[src/rtl/alu_operand_loader.sv]
// alu_operand_loader
// Operand entry stage feeding the ALU seven-segment decoder. A debounced push
// button steps through LOAD_A -> LOAD_B -> LOAD_OP -> SHOW, capturing the switch
// value into a, b or op on each press. All outputs come straight from flops.
module alu_operand_loader #(
    parameter int DEBOUNCE_CYCLES = 16
) (
    input  logic       clk,
    input  logic       rst_n,
    input  logic [3:0] sw,
    input  logic       btn_raw,
    output logic [3:0] a,
    output logic [3:0] b,
    output logic       op,
    output logic [1:0] stage,
    output logic       valid
);

    localparam int CW = $clog2(DEBOUNCE_CYCLES + 1);
    localparam logic [CW-1:0] CNT_MAX = CW'(DEBOUNCE_CYCLES - 1);

    localparam logic [1:0] ST_LOAD_A  = 2'd0;
    localparam logic [1:0] ST_LOAD_B  = 2'd1;
    localparam logic [1:0] ST_LOAD_OP = 2'd2;
    localparam logic [1:0] ST_SHOW    = 2'd3;

    // Button synchronizer and debounce state
    logic          sync1_q;
    logic          sync2_q;
    logic          stable_q;
    logic          stable_d;
    logic          stable_dly_q;
    logic [CW-1:0] cnt_q;
    logic [CW-1:0] cnt_d;
    logic          press_s;

    // Operand / FSM state
    logic [1:0]    stage_q;
    logic [1:0]    stage_d;
    logic [3:0]    a_q;
    logic [3:0]    a_d;
    logic [3:0]    b_q;
    logic [3:0]    b_d;
    logic          op_q;
    logic          op_d;
    logic          valid_q;
    logic          valid_d;

    // Two-flop synchronizer bringing the asynchronous button into the clk domain
    always_ff @(posedge clk or negedge rst_n) begin
        if (!rst_n) begin
            sync1_q <= 1'b0;
            sync2_q <= 1'b0;
        end else begin
            sync1_q <= btn_raw;
            sync2_q <= sync1_q;
        end
    end

    // Debounce: the stable level only follows the synchronized button after it
    // has disagreed for DEBOUNCE_CYCLES consecutive cycles
    always_comb begin
        stable_d = stable_q;
        cnt_d    = '0;
        if (sync2_q != stable_q) begin
            if (cnt_q == CNT_MAX) begin
                stable_d = sync2_q;
                cnt_d    = '0;
            end else begin
                cnt_d = cnt_q + 1'b1;
            end
        end else begin
            cnt_d = '0;
        end
    end

    // Debounce registers plus one-cycle delayed copy for rising-edge detection
    always_ff @(posedge clk or negedge rst_n) begin
        if (!rst_n) begin
            stable_q     <= 1'b0;
            stable_dly_q <= 1'b0;
            cnt_q        <= '0;
        end else begin
            stable_q     <= stable_d;
            stable_dly_q <= stable_q;
            cnt_q        <= cnt_d;
        end
    end

    // One-cycle press pulse on each 0->1 change of the debounced level
    assign press_s = stable_q & ~stable_dly_q;

    // Sequencer: each press captures the switch into the slot for the current
    // stage and advances; without a press everything holds
    always_comb begin
        stage_d = stage_q;
        a_d     = a_q;
        b_d     = b_q;
        op_d    = op_q;
        if (press_s) begin
            case (stage_q)
                ST_LOAD_A: begin
                    a_d     = sw;
                    stage_d = ST_LOAD_B;
                end
                ST_LOAD_B: begin
                    b_d     = sw;
                    stage_d = ST_LOAD_OP;
                end
                ST_LOAD_OP: begin
                    op_d    = sw[0];
                    stage_d = ST_SHOW;
                end
                ST_SHOW: begin
                    stage_d = ST_LOAD_A;
                end
                default: begin
                    stage_d = ST_LOAD_A;
                end
            endcase
        end else begin
            stage_d = stage_q;
        end
        // valid is registered alongside stage so both change on the same edge
        valid_d = (stage_d == ST_SHOW);
    end

    // Operand, stage and valid registers
    always_ff @(posedge clk or negedge rst_n) begin
        if (!rst_n) begin
            stage_q <= ST_LOAD_A;
            a_q     <= 4'd0;
            b_q     <= 4'd0;
            op_q    <= 1'b0;
            valid_q <= 1'b0;
        end else begin
            stage_q <= stage_d;
            a_q     <= a_d;
            b_q     <= b_d;
            op_q    <= op_d;
            valid_q <= valid_d;
        end
    end

    assign a     = a_q;
    assign b     = b_q;
    assign op    = op_q;
    assign stage = stage_q;
    assign valid = valid_q;

endmodule

[config.mk]
export PLATFORM = sky130hd
export DESIGN_NAME = alu_operand_loader
export DESIGN_NICKNAME = d
export VERILOG_FILES = /design/src/rtl/alu_operand_loader.sv
export SDC_FILE = /design/constraint.sdc
export NUM_CORES = 1
export LEC_CHECK = 0
export BUFFER_PORTS_ARGS = -buffer_cell sky130_fd_sc_hd__buf_2
export CORE_UTILIZATION = 51
export DETAILED_ROUTE_END_ITERATION = 10
export PLACE_DENSITY_LB_ADDON = 0.1
export SKIP_LAST_GASP = 1
export SLEW_MARGIN = 20
export SYNTH_ARGS = -nofsm -noshare
export SYNTH_HDL_FRONTEND = slang
export SYNTH_SLANG_ARGS = --single-unit
export TNS_END_PERCENT = 5
[constraint.sdc]
create_clock -name clk -period 1.3 [get_ports clk]
set_input_delay 0.065 -clock clk [delete_from_list [all_inputs] [get_ports clk]]
set_output_delay 0.065 -clock clk [all_outputs]
set_load 0.02 [all_outputs]
== Word-level counts from Yosys, hierarchy flattened ==
Index checks and enable logic that the tools add are counted.
W data, S select, Z words.
Operators by class
  equal/unequal tests: 6
  reduce and logical (&&, ||, !) cells: 5
  muxes and demuxes: 4
  bitwise logic cells: 2
  $add $sub $neg: 1
Operators with widths (count)
  $mux W5: 2
  $pmux W2 S4: 1
  $reduce_and A2 Y1: 4
  $eq A2 B2 Y1 const B: 3
  $add A5 B1 Y5 const B: 1
  $eq A5 B4 Y1 const B: 1
  $eq A2 B1 Y1 const B: 1
  $logic_not A2 Y1: 1
  $mux W2: 1
  $and A1 B1 Y1: 1
  $ne A1 B1 Y1: 1
  $not A1 Y1: 1
Word-level totals
  register bits: 21

== Logic depth before layout (Yosys ltp) ==
  depth after elaboration: 4
  mapped depth: 5
  gate-level depth less buffers: 5

== Least setup slack after synthesis ==
No wires, ideal clock.
  path kind: register -> register
  from: register stage_q[0], in the netlist stage[0]
  to: register a_q[0], in the netlist a[0]
  clock period less this slack: 1.324 ns
  setup slack: -0.024 ns
  arrival: 1.199 ns
  library setup time: 0.125 ns
  required time: 1.175 ns
  stages on the path, launching flop included: 5
  path through: dfrtp_1 > inv_1 > ha_1 > nand2_4 > mux2_4
Between the ends
  cells in the longest elaborated chain, start to end: 2
RTL lines
  from (decl): line 38  | logic [1:0] stage_q;
  from (signal assigned): line 137  | stage_q <= stage_d;
  $logic_not A2 Y1: line 101  | case (stage_q)
  $reduce_and A2 Y1 (no source line)
  to (signal assigned): line 132  | a_q <= 4'd0;
  to (signal assigned): line 138  | a_q <= a_d;
  to (decl): line 40  | logic [3:0] a_q;
Every way passes these cells.
A chain may end at the register's enable or synchronous reset.

== Worst setup path in the final report ==
  from: register cnt_q[0]
  to: register stable_q
Between the ends
  cells in the longest elaborated chain, start to end: 2
RTL lines
  from (decl): line 33  | logic [CW-1:0] cnt_q;
  from (signal assigned): line 86  | cnt_q <= cnt_d;
  $eq A5 B4 Y1: line 66  | if (cnt_q == CNT_MAX) begin
  $reduce_and A2 Y1 (no source line)
  to (signal assigned): line 84  | stable_q <= stable_d;
  to (decl): line 30  | logic stable_q;
Every way passes these cells.

==> metrics.yaml <==
finish:
  layout.cells.non_filler: 102
  syn2layout_area_growth_pct: 19.1
  drive_above_1_share_pct: 43.0
  layout.nets: 98
  num_antenna_cells: 0
  final_area_um2: 1050
worst_setup_path:
  worstRegToRegCells: 4
  crit_end: "stable_q"
  reg2reg_to: "stable_q"
  required_ns: 1.49
  crit_type: "reg -> reg"
  path_max_fanout: 3
  r2r_start: "cnt_q[0]"
  rrSetupSlack_ns: 0.05
  cp.arrival_ns: 1.44
  start_kind: "register"
  cp-startpoint: "cnt_q[0]"
  cp-end-kind: "register"
synth:
  syn-cell-area_um2: 878
  ys_seq_area_share_pct: 59.8
  yosys_warnings: 0
  synth_area_leaders: "dfrtp_1, mux2_4, ha_1"
  avgSynthCellArea_um2: 14.4
  synth-seq-cells: 21
  syn_nets: 72
  synth_top_area_share_pct: 59.8
  syn_inst: 61
  synth_cell_types: 17
  yosysTopAreaCell: "dfrtp_1"
pwr:
  seq_power_share_pct: 62.7
  p_int_w: 0.000850
  power_density_nw_per_um2: 1060
  p_clk_share_pct: 27.5
  total_power_w: 0.00111
  p_sw_share_pct: 23.1
  p_sw_w: 0.000256
  vdd_drop_max_uv: 628
  comb_power_share_pct: 9.8
  leakage_nw: 0.577
drt:
  wl_per_cell_um: 13.1
  firstDrtPassIters: 7
  drtAntennaViolNets: 0
  vias: 523
  drc: 8
  viasPerCell: 5.13
  drtIter0Drc: 12
  drt_wl_total_um: 1340
run_status:
  status: "finished with violations"
  violations: "DRC"
min_path:
  min_from: "sw[3]"
  worstHoldPathType: "in -> reg"
timing:
  worstMarginPinSlew_ns: 0.444
  hold_ws_ns: 0.00873
  slew_viol_final: 0
  setup_violations: 0
  skew_ns: 0.00519
  rsz0062_at_grt: "yes"
  max_freq_mhz: 798
  finalHoldViolCount: 0
  fin_crit_sh_pct: 96.3
  setup_ws_ns: 0.0476
  slew_headroom_pct: 70.4
  fin_crit_ns: 1.25
clocking:
  htreeDepth: 1
  cts_root_buf: "clkbuf_4"
  cts_buffers: 3
  path_clk_slew_ns: 0.11
  insertion_delay_ns: 0.30
  cts_sinks: 21
  cts_tree: "yes"
  clock_path_buffers: 2
placement:
  port_buffers: 18
  dp_hpwl_um: 899
  placed_cells: 95
  place_area_um2: 990
  gp_congestion: 0.663
  place_ws_ns: 0.0597
die:
  rows: 14
  fp.dieH_um: 43.5
  core-area_um2: 1560
  start_util_pct: 56.3
  boundaryPins: 19
  dieWidth_um: 43.5
  die-area_um2: 1890
global_routing:
  antenna_found_initial: 0
  first_global_vias: 517
  grt_first_pass_wirelength_um: 2190
  grt_overflow: 0
  grt_max_degree: 22
  grt_usage_pct: 16.2
run:
  max_cap_viol_count: 0
[power groups by stage]
stage / Sequential, W / Clock (W) / Combinational [W]
after global placement: 0.000706 / 0 / 0.0000996
after CTS: 0.000694 / 0.000314 / 0.000107
after detailed placement: 0.000706 / 0 / 0.000102
after floorplan: 0.000724 / 0 / 0.0000386
final: 0.000693 / 0.000304 / 0.000108
after global routing: 0.000697 / 0.000337 / 0.000122
[cells by family after synthesis]
group                      count (synthesis)  share of synthesized area, %
AOI/OAI and AO/OA                          4                          3.13
buffers and inverters                      3                          1.28
xor gates and xnor gates                   3                          2.99
muxes                                     10                          16.7
and+or+nand+nor                           16                          10.4
DFF                                       21                          59.8
adders and majority gates                  4                          5.70
[synth_stat cells]
cell type	number
dfrtp_1	21
mux2_4	9
nor2_1	6
ha_1	4
inv_1	3
xor2_1	3
nand2_1	2
nand2_4	2
nand3_1	2
o21ai_0	2
a21o_1	1
a32o_1	1
and2_1	1
and2b_4	1
and3_1	1
mux2_2	1
nand2b_1	1
[layout by cell type (no fill, tap or decap)]
cell	synthesis	final
ha_2	0	1
xor2_1	3	3
clkbuf_1	0	1
mux2_4	9	9
nand3_1	2	2
buf_4	0	1
nand2_4	2	2
mux2_2	1	1
buf_2	0	18
clkbuf_4	0	3
dlygate4sd3_1	0	2
ha_1	4	3
inv_1	3	3
nor2_1	6	6
a21o_1	1	1
o21ai_0	2	2
and2b_4	1	1
and2_1	1	1
a32o_1	1	1
dfrtp_2	0	1
nand2_1	2	2
dfrtp_1	21	20
nand2b_1	1	1
and3_1	1	1
[cell type report]
cell class              count  area [µm²]
multi-input cells          37         344
repair buffers             21         118
flip-flops and latches     21         527
well taps                  16        20.0
fillers                   123         513
inverters                   3        11.3
clock buffers               4        26.3
[worst min path at each step]
stage                     endpoint  slack, ns  depth (start not counted)
final                         b[3]      0.009                          2
after detailed placement      b[2]       0.04                          1
after floorplan               a[0]      -0.23                          0
after CTS                     b[3]      0.005                          2
after global placement        b[2]       0.03                          1
after global routing          a[3]      0.007                          2
[metal layers]
metal,GRT usage (%),wire length (µm)
met4,9.38,9
met1,20.3,618
met3,2.50,52
met5,0,0
met2,26.7,661
[worst max-delay path, stage by stage (launching register included)]
cell and delay (ns):
dfrtp_1 0.39, ha_1 0.19, nand3_1 0.12, nor2_1 0.12, mux2_2 0.33
[through the flow]
step           TNS, ns  utilization (%)
6_report             0             67.1
5_1_grt        -0.0890             67.1
4_1_cts              0             66.5
3_5_place_dp         0             63.5
3_3_place_gp         0             63.5
2_1_floorplan        0                -
[registers in the layout, indices dropped and copies added, names as in the netlist]
name	count
a	4
sync1_q	1
b	4
sync2_q	1
valid	1
stage	2
op	1
cnt_q	5
stable_q	1
stable_dly_q	1
[repair_timing]
action | in CTS | in global routing
setup endpoints to repair | 0 | 9
buffers inserted | 0 | 1
gates resized for setup | 0 | 1
hold buffers | 2 | 0
hold endpoints to repair | 22 | 0
(Power assumes the default switching activity.)
